[src/rtl/ksa_seq_ctrl.sv]
// Two-requester sequencer around one 8-bit Kogge-Stone adder: round-robin grant, LSB-first byte chaining.
// Optional subtract mode (req0_sub/req1_sub ports) is built when KSA_SUB_EN is defined.

module ksa_8 (
  input  logic [7:0] a,
  input  logic [7:0] b,
  input  logic       cin,
  output logic [7:0] sum,
  output logic       carry
);
  // One prefix level: merge each (g,p) pair with the pair d bits below it.
  function automatic logic [15:0] ks_level(input logic [7:0] g, input logic [7:0] p, input int d);
    logic [7:0] g_n;
    logic [7:0] p_n;
    g_n = g;
    p_n = p;
    for (int i = 0; i < 8; i++) begin
      if (i >= d) begin
        g_n[i] = g[i] | (p[i] & g[i-d]);
        p_n[i] = p[i] & p[i-d];
      end
    end
    return {g_n, p_n};
  endfunction

  logic [7:0] g0, p0, g1, p1, g2, p2, g3, p3;
  logic [8:0] c;

  assign g0 = a & b;
  assign p0 = a ^ b;
  assign {g1, p1} = ks_level(g0, p0, 1);
  assign {g2, p2} = ks_level(g1, p1, 2);
  assign {g3, p3} = ks_level(g2, p2, 4);

  assign c     = {g3 | (p3 & {8{cin}}), cin};
  assign sum   = p0 ^ c[7:0];
  assign carry = c[8];
endmodule

module ksa_seq_ctrl #(
  parameter int NBYTES = 4
) (
  input  logic                  clk,
  input  logic                  rst_n,
  input  logic                  req0_valid,
  output logic                  req0_ready,
  input  logic [8*NBYTES-1:0]   req0_a,
  input  logic [8*NBYTES-1:0]   req0_b,
  input  logic                  req0_cin,
`ifdef KSA_SUB_EN
  input  logic                  req0_sub,
`endif
  input  logic                  req1_valid,
  output logic                  req1_ready,
  input  logic [8*NBYTES-1:0]   req1_a,
  input  logic [8*NBYTES-1:0]   req1_b,
  input  logic                  req1_cin,
`ifdef KSA_SUB_EN
  input  logic                  req1_sub,
`endif
  output logic                  rsp_valid,
  input  logic                  rsp_ready,
  output logic                  rsp_id,
  output logic [8*NBYTES-1:0]   rsp_sum,
  output logic                  rsp_cout
);
  localparam int W  = 8 * NBYTES;
  localparam int IW = (NBYTES > 1) ? $clog2(NBYTES) : 1;

  typedef enum logic [1:0] {IDLE, CALC, DONE} state_t;

  state_t          state_q, state_d;
  logic [IW-1:0]   idx_q, idx_d;
  logic [W-1:0]    a_q, a_d, b_q, b_d, sum_q, sum_d;
  logic            carry_q, carry_d, cin_q, cin_d, id_q, id_d;
  logic            last_q, last_d, cout_q, cout_d, valid_q, valid_d;
  logic            op_sub;
`ifdef KSA_SUB_EN
  logic            sub_q, sub_d;
  assign op_sub = sub_q;
`else
  assign op_sub = 1'b0;
`endif

  logic       grant0, grant1, sel1, load;
  logic [7:0] a_byte, b_byte, k_sum;
  logic       k_cin, k_carry;

  // Tie goes to the requester that was not served last.
  assign grant0     = req0_valid & (~req1_valid | last_q);
  assign grant1     = req1_valid & (~req0_valid | ~last_q);
  assign req0_ready = rst_n & (state_q == IDLE) & grant0;
  assign req1_ready = rst_n & (state_q == IDLE) & grant1;
  assign sel1       = req1_ready;
  assign load       = req0_ready | req1_ready;

  assign a_byte = 8'(a_q >> (8 * idx_q));
  assign b_byte = op_sub ? ~8'(b_q >> (8 * idx_q)) : 8'(b_q >> (8 * idx_q));
  assign k_cin  = (idx_q == '0) ? (op_sub | cin_q) : carry_q;

  ksa_8 u_ksa (
    .a     (a_byte),
    .b     (b_byte),
    .cin   (k_cin),
    .sum   (k_sum),
    .carry (k_carry)
  );

  always_comb begin
    state_d = state_q;
    idx_d   = idx_q;
    a_d     = a_q;
    b_d     = b_q;
    sum_d   = sum_q;
    carry_d = carry_q;
    cin_d   = cin_q;
    id_d    = id_q;
    last_d  = last_q;
    cout_d  = cout_q;
    valid_d = valid_q;
`ifdef KSA_SUB_EN
    sub_d   = sub_q;
`endif
    case (state_q)
      IDLE: begin
        if (load) begin
          a_d     = sel1 ? req1_a : req0_a;
          b_d     = sel1 ? req1_b : req0_b;
          cin_d   = sel1 ? req1_cin : req0_cin;
`ifdef KSA_SUB_EN
          sub_d   = sel1 ? req1_sub : req0_sub;
`endif
          id_d    = sel1;
          last_d  = sel1;
          idx_d   = '0;
          state_d = CALC;
        end
      end
      CALC: begin
        for (int i = 0; i < NBYTES; i++) begin
          if (idx_q == IW'(i)) sum_d[8*i +: 8] = k_sum;
        end
        carry_d = k_carry;
        idx_d   = IW'(idx_q + 1'b1);
        if (idx_q == IW'(NBYTES - 1)) begin
          cout_d  = k_carry;
          valid_d = 1'b1;
          idx_d   = '0;
          state_d = DONE;
        end
      end
      DONE: begin
        if (rsp_ready) begin
          valid_d = 1'b0;
          state_d = IDLE;
        end
      end
      default: state_d = IDLE;
    endcase
  end

  always_ff @(posedge clk) begin
    if (!rst_n) begin
      state_q <= IDLE;
      idx_q   <= '0;
      a_q     <= '0;
      b_q     <= '0;
      sum_q   <= '0;
      carry_q <= 1'b0;
      cin_q   <= 1'b0;
      id_q    <= 1'b0;
      last_q  <= 1'b1;
      cout_q  <= 1'b0;
      valid_q <= 1'b0;
`ifdef KSA_SUB_EN
      sub_q   <= 1'b0;
`endif
    end else begin
      state_q <= state_d;
      idx_q   <= idx_d;
      a_q     <= a_d;
      b_q     <= b_d;
      sum_q   <= sum_d;
      carry_q <= carry_d;
      cin_q   <= cin_d;
      id_q    <= id_d;
      last_q  <= last_d;
      cout_q  <= cout_d;
      valid_q <= valid_d;
`ifdef KSA_SUB_EN
      sub_q   <= sub_d;
`endif
    end
  end

  assign rsp_valid = valid_q;
  assign rsp_id    = id_q;
  assign rsp_sum   = sum_q;
  assign rsp_cout  = cout_q;
endmodule

[config.mk]
export PLATFORM = sky130hd
export DESIGN_NAME = ksa_seq_ctrl
export DESIGN_NICKNAME = d
export VERILOG_FILES = /design/src/rtl/ksa_seq_ctrl.sv
export SDC_FILE = /design/constraint.sdc
export NUM_CORES = 1
export LEC_CHECK = 0
export CORE_MARGIN = 2
export CORE_UTILIZATION = 46
export DETAILED_ROUTE_END_ITERATION = 6
export HOLD_SLACK_MARGIN = 0.1
export PLACE_DENSITY = 0.8
export SYNTH_ARGS = -nofsm -noshare
export SYNTH_HDL_FRONTEND = slang
export SYNTH_SLANG_ARGS = --single-unit
[constraint.sdc]
create_clock -name clk -period 3.4 [get_ports clk]
set_input_delay 0.34 -clock clk [delete_from_list [all_inputs] [get_ports clk]]
set_output_delay 0.34 -clock clk [all_outputs]
set_load 0.02 [all_outputs]
; Word level (Yosys, flattened, before mapping)
; Index checks and enable logic that the tools add are counted.
[classes]
n_addsub = 1
n_eq_ne = 8
shifts = 2
n_mux = 14
bitwise = 67
reduce_logical = 12
[ops]
columns = cell, n
row1 = two-way mux 32 bit, 2
row2 = right shift 32 x 5 -> 8 bit, 2
row3 = bitwise AND 1 bit, 39
row4 = bitwise OR 1 bit, 20
row5 = bitwise AND 8 bit, 2
row6 = bitwise XOR 8 bit, 2
row7 = AND reduction 2 bit, 6
row8 = two-way mux 2 bit, 5
row9 = bitwise OR 8 bit, 1
row10 = "equality test 2 bit, second input constant", 3
row11 = "!= test 2 bit, second input constant", 3
row12 = one-hot mux 2 bit (3 select lines), 1
row13 = AND reduction 3 bit, 2
row14 = "equality test 2 x 1 -> 1 bit, second input constant", 2
row15 = zero test 2 bit, 2
row16 = two-way mux 1 bit, 4
row17 = one-hot mux 2 bit (2 select lines), 1
row18 = nonzero test 2 bit, 2
row19 = NOT 1 bit, 3
row20 = "adder 2 x 1 -> 2 bit, second input constant", 1
row21 = one-hot mux 1 bit (2 select lines), 1
[word_totals]
register_bits = 106
in_bits = 135
out_inout_bits = 37
wordCells = 118

; Logic depth before layout (Yosys ltp)
[logic_depth]
depth_word = 10
ltp_mapped = 9
mapped_depth_nobuf = 7

; Cells and area by module
; From an unflattened synthesis, not the netlist that was laid out.
[hier_totals]
hier_cells = 601
area_unflattened_um2 = 5489.0
[modules_own_cells]
columns = module, instances, cells_per_inst, area_per_inst_um2, seq_area_each_um2
row1 = ksa_seq_ctrl, 1, 561, 5168.7, 2122.0
row2 = ksa_8, 1, 40, 320.3, 0.0

; Least setup slack after synthesis
; OpenSTA, ideal clock, no wires.
[synth_path]
path_kind = reg2reg
from = register idx_q[0]
to = register sum_q[14], in the netlist rsp_sum[14]
setup_ns = 0.069
arrival_ns = 2.917
t_required_ns = 3.331
setup_slack_ns = 0.414
stages_incl_launch_ff = 10
path_buffers = 2
period_less_slack_ns = 2.986
cell_sequence = dfxtp_1 -> buf_2 -> buf_2 -> mux4_2 -> ha_1 -> and2_1 -> a21o_1 -> or4b_1 -> o211a_1 -> o21ai_1
[synth_via]
elab_chain_cells = 9
word_cells_on_any_way = 26
cone_classes = 1 x eq/ne / 2 x shift / 1 x mux / 20 x bitwise / 2 x reduce/logical
[synth_lines]
columns = element, line_no
row1 = "start, declared", 73  ; logic [IW-1:0] idx_q, idx_d;
row2 = "start signal, assigned", 180  ; idx_q <= idx_d;
row3 = right shift 32 x 5 -> 8 bit (on tied branches), "97, 98"
row4 = bitwise XOR 8 bit or bitwise AND 8 bit (tied branches), "30, 29"
row5 = bitwise AND 1 bit, 19  ; g_n[i] = g[i] | (p[i] & g[i-d]);
row6 = bitwise OR 1 bit, 19
row7 = bitwise AND 1 bit, 19
row8 = bitwise OR 1 bit (2 in series), 19
row9 = bitwise OR 8 bit, 35  ; assign c = {g3 | (p3 & {8{cin}}), cin};
row10 = bitwise XOR 8 bit, 36  ; assign sum = p0 ^ c[7:0];
row11 = "end signal, assigned", 183  ; sum_q <= sum_d;
row12 = "end, declared", 74  ; logic [W-1:0] a_q, a_d, b_q, b_d, sum_q, sum_d;
; Parallel ways exist; a longest one is shown, timed or not.
; A chain may end at the register's enable or synchronous reset.

; Final worst setup path
; Same ends and word-level chain as after synthesis.

==> results_dict.tcl <==
set metrics [dict create \
    numCtsBuffers 9 \
    clk_latency_ns 0.35 \
    crit_path_end_kind "flip-flop" \
    syn_inst 640 \
    dieArea_um2 12270 \
    power_leakage_nw 2.596 \
    io_buffers 171 \
    via_count 5363 \
    swShare_pct 26.62 \
    power.switching_uw 831.8 \
    diodes 0 \
    cts_tree "done" \
    p_seq_share_pct 44.6 \
    most-common-layout-cells "171 x clkdlybuf4s50_1, 170 x nand2_1, 106 x dfxtp_1" \
    drv_slew 0 \
    fin_crit_sh_pct 86.69 \
    final_common_cell "clkdlybuf4s50_1" \
    drc 0 \
    drt_iter0_markers 482 \
    dp.cells 907 \
    grt_max_degree 135 \
    min_period_ns 2.948 \
    coreArea_um2 10980 \
    clk_pin_slew_worst_paths_ns 0.07 \
    synth_nets 788 \
    setup-violations-final 0 \
    critPathMaxFanout 19 \
    status "complete, no violations" \
    ys_seq_area_share_pct 40.48 \
    hp-start "rsp_sum[25]" \
    r2r-start "idx_q[0]" \
    tightest_slew_ns 0.8604 \
    grt_usage_pct 25.56 \
    tns_ns 0 \
    drtPass1Iterations 5 \
    max_freq_mhz 339.3 \
    initial_core_util_pct 47.73 \
    ys_types 48 \
    io_pins 172 \
    cts_hold_buf 0 \
    ys_warn_count 0 \
    fp.dieH_um 110.8 \
    vdd_drop_max_mv 0.3805 \
    cts-root-buf "clkbuf_16" \
    syn_area_per_cell_um2 8.191 \
    startpoint_type "flip-flop" \
    async_flop_share_pct 0 \
    grt_pass1_vias 5256 \
    combPwrFrac_pct 20.6 \
    detail_route.wl_per_cell_um 17.29 \
    synth_edf_count 0 \
    worstPathArrival_ns 3.23 \
    syn-cell-area_um2 5243 \
    hpwlAfterDp_um 11940 \
    nets 926 \
    place_congestion 0.9111 \
    synth-seq-cells 106 \
    die_w_um 110.8 \
    drive_above_1_share_pct 6.266 \
    pwr_density_cell_nw_per_um2 428.9 \
    fillCellCount 911 \
    hold_viol 0 \
    worst-setup-path-type "reg -> reg" \
    drt_wl_total_um 15940 \
    finClkSkew_ns 0.006551 \
    post_cts_buffers 0 \
    grt_pass1_wl_um 25650 \
    slew_headroom_pct 42.64 \
    stdcell_count 922 \
    cp.required_ns 3.68 \
    synthFlopType "dfxtp_1" \
    placementRows 38 \
    cts_buffer_depth 2 \
    worstHoldPathType "reg -> reg" \
    areaGrowthSynthToFinish_pct 39.00 \
    ant_nets 0 \
    cts.htree.levels 3 \
    cts_resized 0 \
    max-cap-violations 0 \
    avgViaCountPerCell 5.817 \
    crit_path_start "idx_q[0]" \
    clock-sinks 106 \
    antenna_found_initial 0 \
    globalRouteOverflowTotal 0 \
    p_clk_share_pct 34.9 \
    rsz0062_at_grt "no" \
    power.internal_mw 2.293 \
]
cells by family (layout without fill, tap and decap cells):
family / count (synthesis) / after routing / synth area share (%)
buffers and inverters: 60 / 202 / 4.988
adders and majority gates: 13 / 13 / 3.246
and+or+nand+nor: 310 / 310 / 24.82
AOI/OAI and AO/OA: 133 / 133 / 19.16
xor gates and xnor gates: 1 / 1 / 0.1671
muxes: 17 / 17 / 7.136
DFF: 106 / 106 / 40.48
power by group through the flow:
| stage | clock (mW) | combinational, mW | sequential, mW |
|---|---|---|---|
| 2_1_floorplan | 0 | 0.364 | 1.40 |
| 3_3_place_gp | 0 | 0.621 | 1.42 |
| 3_5_place_dp | 0 | 0.635 | 1.42 |
| 4_1_cts | 1.09 | 0.638 | 1.39 |
| 5_1_grt | 1.14 | 0.703 | 1.40 |
| 6_report | 1.09 | 0.642 | 1.39 |
cells in the mapped netlist (2+ instances only):
cell | count | share of area (%)
nand3b_1 | 2 | 0.29
o21a_1 | 2 | 0.29
nand2b_1 | 4 | 0.48
or4_1 | 4 | 0.57
o311ai_0 | 3 | 0.50
nor2b_1 | 3 | 0.36
ha_1 | 12 | 2.9
a21oi_1 | 18 | 1.7
or4b_1 | 2 | 0.38
inv_2 | 2 | 0.14
nand3_1 | 22 | 2.1
a311oi_1 | 66 | 11
buf_2 | 14 | 1.3
nor3b_1 | 2 | 0.29
nor3_1 | 7 | 0.67
inv_1 | 7 | 0.50
and2_1 | 4 | 0.48
nor2_1 | 83 | 5.9
o21ai_0 | 16 | 1.5
a211oi_1 | 5 | 0.72
a31oi_1 | 7 | 0.84
o21ai_1 | 4 | 0.38
a21o_1 | 3 | 0.43
clkbuf_1 | 29 | 2.1
nand2_1 | 170 | 12
buf_4 | 5 | 0.72
buf_1 | 3 | 0.21
mux4_2 | 16 | 6.9
dfxtp_1 | 106 | 40
worst paths after layout:
check	endpoint	slack, ns	cells past startpoint
setup / recovery	rsp_sum[14]	0.45	8
hold / removal	rsp_sum[25]	0.46	2
setup reg to reg	rsp_sum[14]	0.45	8
hold reg to reg	rsp_sum[25]	0.46	2
stage by stage:
stage | power, mW | utilization, % | worst slack (ns) | hold WS [ns] | instance area (um2)
finish | 3.125 | 66.35 | 0.4524 | 0.4610 | 7287
global route | 3.245 | 66.35 | 0.2328 | 0.4806 | 7287
CTS | 3.122 | 66.35 | 0.4546 | 0.4636 | 7287
detailed placement | 2.055 | 63.55 | 0.4845 | 0.4482 | 6979
global placement | 2.040 | 63.55 | 0.5868 | 0.4489 | 6979
floorplan | 1.762 | - | 0.4141 | 0.4544 | 5243
routing by layer:
metal	track usage, %	wire length, um	vias up
met1	33.16	6823	2518
met3	4.593	1077	29
met5	0	0	-
li1	-	-	2562
met2	43.64	7700	254
met4	7.500	337	0
worst max-delay path, cell delays in order (launching register included):
cell	delay, ns
dfxtp_1	0.37
buf_4	0.33
mux4_2	0.55
ha_1	0.39
and2_1	0.22
a21o_1	0.23
or4b_1	0.50
o211a_1	0.17
o21ai_1	0.13
area by class of cell:
type	instances	area, um2	area share (%)
clock inverters	5	78.83	1.082
inverters	9	33.78	0.4636
repair buffers	178	1777	24.38
well taps	140	175.2	2.404
flip-flops and latches	106	2122	29.12
multi-input cells	474	2872	39.41
clock buffers	10	229.0	3.142
flip-flops by register name, indices dropped and copies added (netlist names):
signal / cells
rsp_sum: 32
a_q: 32
cin_q: 1
state_q: 2
last_q: 1
idx_q: 2
rsp_valid: 1
rsp_cout: 1
b_q: 32
carry_q: 1
rsp_id: 1
Power figures use the tool's default switching activity.
